<file path="src/rtl/chunked_add_sub_acc_pkg.sv">
// chunked_add_sub_acc_pkg
//   Shared encodings for the chunked adder/subtractor/accumulator: the op
//   codes driven on the op port and the controller state type. Imported by
//   the RTL and by the testbench so both sides agree on the encodings.
package chunked_add_sub_acc_pkg;

  localparam logic [1:0] OP_ADD = 2'b00;
  localparam logic [1:0] OP_SUB = 2'b01;
  localparam logic [1:0] OP_ACC = 2'b10;
  localparam logic [1:0] OP_CLR = 2'b11;

  typedef enum logic [1:0] {
    ST_IDLE = 2'd0,
    ST_RUN  = 2'd1,
    ST_DONE = 2'd2
  } state_e;

endpackage : chunked_add_sub_acc_pkg

</file>
<file path="src/rtl/chunked_add_sub_acc_adder.sv">
// chunked_add_sub_acc_adder
//   Plain full-adder ripple chain of width N. Used by the top level as the
//   K-bit slice that processes one chunk per clock.
// Ports:
//   a_i, b_i  in  N  addends
//   ci_i      in  1  carry-in to bit 0
//   sum_o     out N  a_i + b_i + ci_i (modulo 2^N)
//   co_o      out 1  carry out of bit N-1
module chunked_add_sub_acc_adder #(
  parameter int N = 4
) (
  input  logic [N-1:0] a_i,
  input  logic [N-1:0] b_i,
  input  logic         ci_i,
  output logic [N-1:0] sum_o,
  output logic         co_o
);

  logic [N:0] carry;

  assign carry[0] = ci_i;

  for (genvar i = 0; i < N; i++) begin : g_fa
    assign sum_o[i]   = a_i[i] ^ b_i[i] ^ carry[i];
    assign carry[i+1] = (a_i[i] & b_i[i]) | (carry[i] & (a_i[i] ^ b_i[i]));
  end

  assign co_o = carry[N];

endmodule : chunked_add_sub_acc_adder

</file>
<file path="src/rtl/chunked_add_sub_acc.sv">
// chunked_add_sub_acc
//   Multi-cycle N-bit add / subtract / accumulate / clear unit that pushes
//   the operation through a single K-bit ripple slice, one chunk per clock,
//   least-significant chunk first. A start/busy/done handshake frames each
//   operation; sum/co/ovf only change on completion.
// Ports:
//   clk    in  1  clock, rising edge
//   rst_n  in  1  asynchronous reset, active-low
//   start  in  1  operation request, sampled only while idle
//   op     in  2  00 add, 01 subtract, 10 accumulate, 11 clear accumulator
//   a      in  N  operand A (sampled with start)
//   b      in  N  operand B (sampled with start; unused for acc/clear)
//   ci     in  1  carry-in for add (sampled with start)
//   busy   out 1  operation in flight (state not IDLE)
//   done   out 1  one-cycle pulse when sum/co/ovf update
//   sum    out N  last completed result
//   co     out 1  carry out of the MSB (subtract: 1 = no borrow)
//   ovf    out 1  two's-complement overflow of the last result
module chunked_add_sub_acc
  import chunked_add_sub_acc_pkg::*;
#(
  parameter int N = 16,
  parameter int K = 4
) (
  input  logic         clk,
  input  logic         rst_n,
  input  logic         start,
  input  logic [1:0]   op,
  input  logic [N-1:0] a,
  input  logic [N-1:0] b,
  input  logic         ci,
  output logic         busy,
  output logic         done,
  output logic [N-1:0] sum,
  output logic         co,
  output logic         ovf
);

  localparam int CHUNKS = N / K;
  localparam int CNT_W  = (CHUNKS > 1) ? $clog2(CHUNKS) : 1;
  localparam logic [CNT_W-1:0] LAST_CHUNK = CNT_W'(CHUNKS - 1);

  // Controller
  state_e state_q, state_d;

  // Operation registers, loaded when a start is accepted
  logic [N-1:0]     opa_q, opb_q;
  logic             carry_q;
  logic [CNT_W-1:0] cnt_q;
  logic             acc_upd_q;   // acc/clear write their result back to acc
  logic [N-1:0]     res_q;

  // Architectural state
  logic [N-1:0]     acc_q;
  logic [N-1:0]     sum_q;
  logic             co_q;
  logic             ovf_q;

  // Combinational helpers
  logic             accept;
  logic             last_chunk;
  logic [N-1:0]     opa_sel, opb_sel;
  logic             c0_sel;
  logic [K-1:0]     slice_a, slice_b, slice_sum;
  logic             slice_co;
  logic [N-1:0]     res_d;
  logic             ovf_d;

  assign accept     = (state_q == ST_IDLE) && start;
  assign last_chunk = (cnt_q == LAST_CHUNK);

  // ---------------------------------------------------------------------
  // FSM: state register + next-state logic
  // ---------------------------------------------------------------------
  // NOTE: every sequential process uses non-blocking (<=) so all registers
  // update together from pre-edge values; combinational processes use '='.
  always_ff @(posedge clk or negedge rst_n) begin
    if (!rst_n) begin
      state_q <= ST_IDLE;
    end else begin
      state_q <= state_d;
    end
  end

  // NOTE: state_d gets its default before the case so no path through this
  // process leaves it unassigned, which would otherwise infer a latch.
  always_comb begin
    state_d = state_q;
    case (state_q)
      ST_IDLE: if (start)      state_d = ST_RUN;
      ST_RUN:  if (last_chunk) state_d = ST_DONE;
      ST_DONE:                 state_d = ST_IDLE;
      default:                 state_d = ST_IDLE;
    endcase
  end

  // ---------------------------------------------------------------------
  // Operand selection at start: subtract is a + ~b + 1, accumulate adds the
  // new operand to the stored accumulator, clear adds zero to zero so it
  // runs through the same completion path as every other op.
  // ---------------------------------------------------------------------
  always_comb begin
    opa_sel = '0;
    opb_sel = '0;
    c0_sel  = 1'b0;
    case (op)
      OP_ADD: begin
        opa_sel = a;
        opb_sel = b;
        c0_sel  = ci;
      end
      OP_SUB: begin
        opa_sel = a;
        opb_sel = ~b;
        c0_sel  = 1'b1;
      end
      OP_ACC: begin
        opa_sel = acc_q;
        opb_sel = a;
      end
      default: begin
        opa_sel = '0;
        opb_sel = '0;
      end
    endcase
  end

  // ---------------------------------------------------------------------
  // Slice datapath: one K-bit chunk per RUN cycle
  // ---------------------------------------------------------------------
  assign slice_a = opa_q[cnt_q*K +: K];
  assign slice_b = opb_q[cnt_q*K +: K];

  chunked_add_sub_acc_adder #(
    .N (K)
  ) u_slice (
    .a_i   (slice_a),
    .b_i   (slice_b),
    .ci_i  (carry_q),
    .sum_o (slice_sum),
    .co_o  (slice_co)
  );

  // res_d is the result register with the current chunk merged in; on the
  // last chunk it is the complete result, so completion reads it directly.
  always_comb begin
    res_d = res_q;
    res_d[cnt_q*K +: K] = slice_sum;
  end

  assign ovf_d = (opa_q[N-1] == opb_q[N-1]) && (res_d[N-1] != opa_q[N-1]);

  // NOTE: every register here, including the accumulator and the operand
  // copies, is cleared by rst_n so a reset mid-operation leaves no stale
  // state behind and the accumulator restarts from zero.
  always_ff @(posedge clk or negedge rst_n) begin
    if (!rst_n) begin
      opa_q     <= '0;
      opb_q     <= '0;
      carry_q   <= 1'b0;
      cnt_q     <= '0;
      acc_upd_q <= 1'b0;
      res_q     <= '0;
      acc_q     <= '0;
      sum_q     <= '0;
      co_q      <= 1'b0;
      ovf_q     <= 1'b0;
    end else if (accept) begin
      opa_q     <= opa_sel;
      opb_q     <= opb_sel;
      carry_q   <= c0_sel;
      cnt_q     <= '0;
      acc_upd_q <= op[1];
    end else if (state_q == ST_RUN) begin
      res_q   <= res_d;
      carry_q <= slice_co;
      if (last_chunk) begin
        cnt_q <= '0;
        sum_q <= res_d;
        co_q  <= slice_co;
        ovf_q <= ovf_d;
        if (acc_upd_q) begin
          acc_q <= res_d;
        end
      end else begin
        cnt_q <= cnt_q + 1'b1;
      end
    end
  end

  // ---------------------------------------------------------------------
  // Outputs
  // ---------------------------------------------------------------------
  assign busy = (state_q != ST_IDLE);
  assign done = (state_q == ST_DONE);
  assign sum  = sum_q;
  assign co   = co_q;
  assign ovf  = ovf_q;

endmodule : chunked_add_sub_acc

</file>
<file path="config.mk">
export PLATFORM = sky130hd
export DESIGN_NAME = chunked_add_sub_acc
export DESIGN_NICKNAME = d
export VERILOG_FILES = /design/src/rtl/chunked_add_sub_acc_pkg.sv /design/src/rtl/chunked_add_sub_acc_adder.sv /design/src/rtl/chunked_add_sub_acc.sv
export SDC_FILE = /design/constraint.sdc
export NUM_CORES = 1
export LEC_CHECK = 0
export BUFFER_PORTS_ARGS = -buffer_cell sky130_fd_sc_hd__buf_2
export CAP_MARGIN = 10
export CORE_UTILIZATION = 57
export DETAILED_ROUTE_END_ITERATION = 7
export GPL_TIMING_DRIVEN = 0
export PLACE_DENSITY = 0.88
export SLEW_MARGIN = 30
export SYNTH_ARGS = -nofsm -noshare
export SYNTH_HDL_FRONTEND = slang
export SYNTH_SLANG_ARGS = --single-unit
</file>
<file path="constraint.sdc">
create_clock -name clk -period 4.55 [get_ports clk]
set_input_delay 0.2275 -clock clk [delete_from_list [all_inputs] [get_ports clk]]
set_output_delay 0.2275 -clock clk [all_outputs]
set_load 0.02 [all_outputs]
</file>
==> results.cfg, run 1 <==
[run_status]
status = complete, no violations

[grt]
grt_pass1_wl_um = 17000
grt_pass1_vias = 3470
grt_max_degree = 61
grt_overflow_total = 0
antenna_found_initial = 0
track_usage_pct = 29.4

[drt]
wire_per_inst_um = 17.2
route.detailed.drc = 0
final_antenna_net_count = 0
drt_iter0_drc = 313
routed_wl_um = 10200
firstDrtPassIters = 5
drt-vias-per-instance = 5.97
via_count = 3540

[sta]
rsz0062_at_grt = no
final_hold_viol_count = 0
clock-skew-final_ns = 0.0112
fin_crit_sh_pct = 84.3
tightest_slew_ns = 0.682
setup_viol = 0
min_period_ns = 3.84
slew_headroom_pct = 54.6
drv_slew = 0
fmax_mhz = 261
setup_tns_ns = 0

[finish]
final_util_pct = 67.9
diodes = 0
drive_gt1_share_pct = 20.0
nets = 537
nFillCells = 571
syn_to_final_growth_pct = 14.8

[pwr]
p_total_uw = 3540
power_density_mw_per_mm2 = 719
leakagePower_uw = 0.00226
peakVddDrop_mv = 0.332

[logic_synthesis]
synth_top_area_cell = dfrtp_1
synth_edf_count = 0
yosysUniqueCellTypes = 31
ys_warn_count = 0
async_flop_share_pct = 100
yosys-top-cells-count = dfrtp_1 (88), nand2_1 (55), o21ai_0 (49)
synth_top_area_share_pct = 51.4
synth_ff_type = dfrtp_1
yosysSeqAreaShare_pct = 51.4
syn_area_sq_mm = 0.00429
synth_area_leaders = dfrtp_1 (51%), o21ai_0 (5.7%), nor2b_1 (5.0%), nand2_1 (4.8%), a21oi_1 (3.9%)
synth.ff_latch_count = 88
synth.avg_cell_area_sq_um = 10.2
synthesis.nets = 469
synth.most_common_cell = dfrtp_1
synth_cells = 421

[floorplan]
die_h_um = 88.7
rows = 31
pin_count = 58
core-area_sq_mm = 0.00725
die_w_um = 88.7
start_util_pct = 59.1
design.die.area_sq_mm = 0.00787

[placed_design]
io_buffers = 55
gp_congestion = 0.862
dp_hpwl_um = 7660

[clock_tree]
clkLatencyLatePin_ns = 0.38
cts.path.max_buffers = 2
cts_tree = yes
ctsHoldBuffers = 1
ctsResizeCount = 0
cts_made_buffers = 9
cts_setup_buffers = 0
clk_pin_slew_ns = 0.09
clockRootBuffer = clkbuf_8
ctsHtreeMaxLevel = 3
cts_sinks = 88

[worst_setup_path]
critPathCaptureType = flip-flop
regToRegSetupSlack_ns = 0.71
start_kind = flip-flop
critPathArrivalTime_ns = 4.13
cp_max_fo = 10
crit_type = reg -> reg
cp.required_ns = 4.84

[run]
drv_cap = 0

[worst_hold_path]
hold_path.class = in -> reg
[sequential cells by signal, indices dropped and copies added (netlist names)]
register,count
carry_q,1
co,1
sum,16
acc_upd_q,1
cnt_q,2
state_q,2
res_q,16
acc_q,16
opa_q,16
ovf,1
opb_q,16
[area by class of cell]
| class | count | area [sq um] | share of cell area [%] |
|---|---|---|---|
| Inverter | 15 | 56.3 | 1.14 |
| Timing Repair Buffer | 57 | 319 | 6.48 |
| Clock buffer | 10 | 138 | 2.80 |
| Tap cell | 99 | 124 | 2.52 |
| Sequential cell | 88 | 2200 | 44.7 |
| Buffer | 29 | 136 | 2.77 |
| Multi-Input combinational cell | 289 | 1890 | 38.4 |
| Clock inverter | 6 | 55.1 | 1.12 |
[power by group]
group / internal, uW / total [uW] / switching (uW)
Combinational: 631 / 1660 / 1030
Sequential: 1120 / 1340 / 213
Clock: 227 / 537 / 310
Total: 1980 / 3540 / 1560
[routing by layer]
metal / GRT usage [%] / wire length (um) / vias up / share of wire (%)
met5: 0 / 0 / - / 0
met4: 14.2 / 310 / 0 / 3.0
met3: 5.41 / 614 / 26 / 6.0
met2: 49.9 / 5000 / 162 / 49
met1: 36.3 / 4290 / 1731 / 42
li1: - / - / 1621 / -
[critical path, stage by stage, from the launching register on]
cell and delay (ns):
dfrtp_1 0.51, buf_2 0.39, mux4_2 0.56, inv_1 0.08, fa_1 0.15, inv_1 0.05
fa_1 0.35, inv_1 0.10, fa_1 0.17, inv_1 0.05, fa_1 0.59, a31oi_1 0.23
or3_1 0.36, a21oi_1 0.14
[metrics by stage]
step	hold slack, ns	setup slack, ns	instances	cell area (sq um)
2_1_floorplan	-0.0681	1.30	421	4290
3_3_place_gp	0.454	0.819	575	4690
3_5_place_dp	0.114	0.735	576	4720
4_1_cts	0.167	0.715	593	4920
5_1_grt	0.201	0.521	593	4920
6_report	0.173	0.713	593	4920
[cells in the final DEF (no fill, tap or decap), types with 5 or more instances in the layout]
master,instances
dfrtp_1,88
buf_2,67
nand2_1,55
o21ai_0,49
nor2b_1,34
a21oi_1,33
nor2_1,18
a31oi_1,17
mux2i_1,16
o221ai_1,16
o21a_1,16
inv_1,15
clkbuf_1,13
clkbuf_8,10
mux4_2,7
ha_1,6
inv_6,5
[worst paths after layout]
kind,endpoint,start,depth (start not counted)
setup / recovery,ovf$_DFFE_PN0P_,cnt_q[0]$_DFFE_PN0P_,13
hold / removal,state_q[0]$_DFFE_PN0P_,start,3
setup reg to reg,ovf$_DFFE_PN0P_,cnt_q[0]$_DFFE_PN0P_,13
hold reg to reg,sum[14]$_DFFE_PN0P_,sum[14]$_DFFE_PN0P_,2
max in group asynchronous,res_q[11]$_DFFE_PN0P_,rst_n,3
min in group asynchronous,sum[3]$_DFFE_PN0P_,rst_n,2
[kinds of logic (layout without fill, tap and decap cells)]
kind of cell	after synthesis	count (layout)	synth area share [%]
flip-flops	88	88	51.4
AND/OR/NAND/NOR	118	118	13.3
buffers and inverters	44	117	4.49
adder cells (fa/ha/maj)	10	10	3.62
multiplexers	25	25	8.29
AO/OA/AOI/OAI	136	136	18.9
(Power assumes the default switching activity.)
==> inputs of run 2 (changes only) <==
Settings changed: CORE_UTILIZATION 57 to 52, PLACE_DENSITY 0.88 to 0.85.
Clock period 4.55 ns to 3.4 ns, I/O delays scaled along.
==> run 2 against run 1 <==
Compared with the run above:
- clock power grew 44%
- maximum frequency grew 17%
- cell area grew 3.0%
- sequential share of layout area shrank 1.3 points
- worst hold slack lost 0.046 ns
- register-to-register slack lost 0.60 ns
- combinational power grew 52%
- sequential cell count is the same
- routed wire length grew 2.4%
- die area grew 9.4%
- critical path type unchanged
- critical endpoint unchanged
==> results.cfg, run 2 (same netlist as run 1, synthesis figures left out) <==
[run_status]
status = complete, no violations

[finish]
drive_gt1_share_pct = 23.5
layout_common_cells = dfrtp_1 (87), buf_2 (66), nand2_1 (55)
nFillCells = 646
diodes = 0
mostFrequentLayoutCell = dfrtp_1
nets = 545
final_util_pct = 64.6
syn_to_final_growth_pct = 18.3

[sta]
drv_slew = 0
slew_headroom_pct = 63.1
final_hold_viol_count = 0
setup_viol = 0
rsz0062_at_grt = yes
setup_tns_ns = 0
fmax_mhz = 304
min_period_ns = 3.28
tightest_slew_ns = 0.550
clock-skew-final_ns = 0.0102
fin_crit_sh_pct = 96.6
holdWs_ns = 0.126

[drt]
final_antenna_net_count = 0
wire_per_inst_um = 17.3
firstDrtPassIters = 5
via_count = 3519
drt-vias-per-instance = 5.83
drt_iter0_drc = 297
route.detailed.drc = 0
routed_wl_um = 10500

[worst_setup_path]
critPathCaptureType = flip-flop
start_kind = flip-flop
critPathArrivalTime_ns = 3.58
cp.required_ns = 3.69
crit_type = reg -> reg
max_stage_delay_ns = 0.60
critPathTopFamily = adder cells
cpMostUsedCell = inv_1
path_cells = buf_12, mux4_2, inv_1, fa_1, inv_1, fa_2, inv_2, fa_1, inv_1, fa_2, a31oi_4, or3_1, a21oi_2
worst-path-buf-inv = 5
crit_path_top_delay_cell = fa_2
cp_max_fo = 8

[run]
drv_cap = 0

[floorplan]
start_util_pct = 54.6
die_h_um = 92.8
pin_count = 58
design.die.area_sq_mm = 0.00861
rows = 32
die_w_um = 92.8
core-area_sq_mm = 0.00785

[pwr]
internal_power_uw = 2900
p_total_uw = 5080
comb_power_share_pct = 49.6
power.switching_uw = 2180
p_clk_share_pct = 15.2
peakVddDrop_mv = 0.425
p_sw_share_pct = 42.9
leakagePower_uw = 0.00231
power_density_mw_per_mm2 = 1000
p_seq_share_pct = 35.1

[clock_tree]
cts_made_buffers = 9
clk_pin_slew_ns = 0.09
cts_sinks = 88
ctsHtreeMaxLevel = 3
cts_tree = yes
clockRootBuffer = clkbuf_8
cts.path.max_buffers = 2
clkLatencyLatePin_ns = 0.37

[grt]
grt_overflow_total = 0
grt_pass1_wl_um = 17300
grt_pass1_vias = 3502
track_usage_pct = 26.2
grt_max_degree = 54
antenna_found_initial = 0

[worst_hold_path]
hold_path.class = in -> reg

[placed_design]
io_buffers = 55
gp_congestion = 0.846
dp_hpwl_um = 7690
-- run 2: cell count changes in the layout (fill, tap and decap cells not counted), moves of 2 or more --
cell / change
buf_4: +8
inv_1: -2
inv_2: +2
a31oi_2: +3
fa_2: +2
clkinv_4: +2
fa_1: -2
inv_6: -4
a31oi_1: -4
-- run 2: worst min-delay path, cell delays in order --
cell	delay [ns]
buf_2	0.09
o221ai_1	0.10
o21a_1	0.11
-- run 2: routing by layer --
metal | GRT usage [%] | up-vias | wire (um)
met3 | 6.40 | 13 | 570
met4 | 6.67 | 0 | 129
met5 | 0 | - | 0
li1 | - | 1630 | -
met2 | 43.5 | 155 | 5080
met1 | 34.6 | 1721 | 4680
-- run 2: cell type report --
class | count | area [sq um] | area share (%)
Tap cell | 102 | 128 | 2.52
Clock inverter | 5 | 63.8 | 1.26
Multi-Input combinational cell | 289 | 1930 | 38.1
Timing Repair Buffer | 65 | 379 | 7.48
Buffer | 29 | 155 | 3.06
Inverter | 15 | 56.3 | 1.11
Sequential cell | 88 | 2200 | 43.4
Clock buffer | 11 | 151 | 2.99
-- run 2: timing repair --
| action | 4_1_cts | 5_1_grt |
|---|---|---|
| cloned | 0 | 0 |
| endpoints found under the setup margin | 13 | 1 |
| buffers inserted | 1 | 7 |
| hold buffers | 1 | 0 |
| pin swaps | 0 | 3 |
| resized for setup | 6 | 12 |
| endpoints found under the hold margin | 35 | 0 |
-- run 2: power groups by stage --
stage / logic (uW) / clock network [uW] / registers, uW
after floorplan: 1440 / 0 / 1820
after CTS: 2270 / 781 / 1780
after global routing: 2760 / 836 / 1830
after detailed placement: 2190 / 0 / 1800
final: 2520 / 774 / 1780
after global placement: 2090 / 0 / 1770
-- run 2: metrics by stage --
| stage | setup WS (ns) | std cells | area, sq um |
|---|---|---|---|
| floorplan | 0.150 | 421 | 4290 |
| global placement | -0.345 | 578 | 4690 |
| detailed placement | -0.399 | 579 | 4720 |
| CTS | 0.0120 | 597 | 4970 |
| global route | -0.0271 | 604 | 5070 |
| finish | 0.115 | 604 | 5070 |
-- run 2: final timing paths --
path | from | endpoint | slack [ns] | cells past startpoint
worst min register to register | sum[4]$_DFFE_PN0P_ | sum[4]$_DFFE_PN0P_ | 0.48 | 2
worst min-delay path | b[14] | opb_q[14]$_DFFE_PN0P_ | 0.13 | 3
min in group asynchronous | rst_n | sum[3]$_DFFE_PN0P_ | 0.26 | 2
worst max-delay path | cnt_q[0]$_DFFE_PN0P_ | ovf$_DFFE_PN0P_ | 0.12 | 13
worst max register to register | cnt_q[0]$_DFFE_PN0P_ | ovf$_DFFE_PN0P_ | 0.12 | 13
max in group asynchronous | rst_n | opa_q[9]$_DFFE_PN0P_ | 2.57 | 3
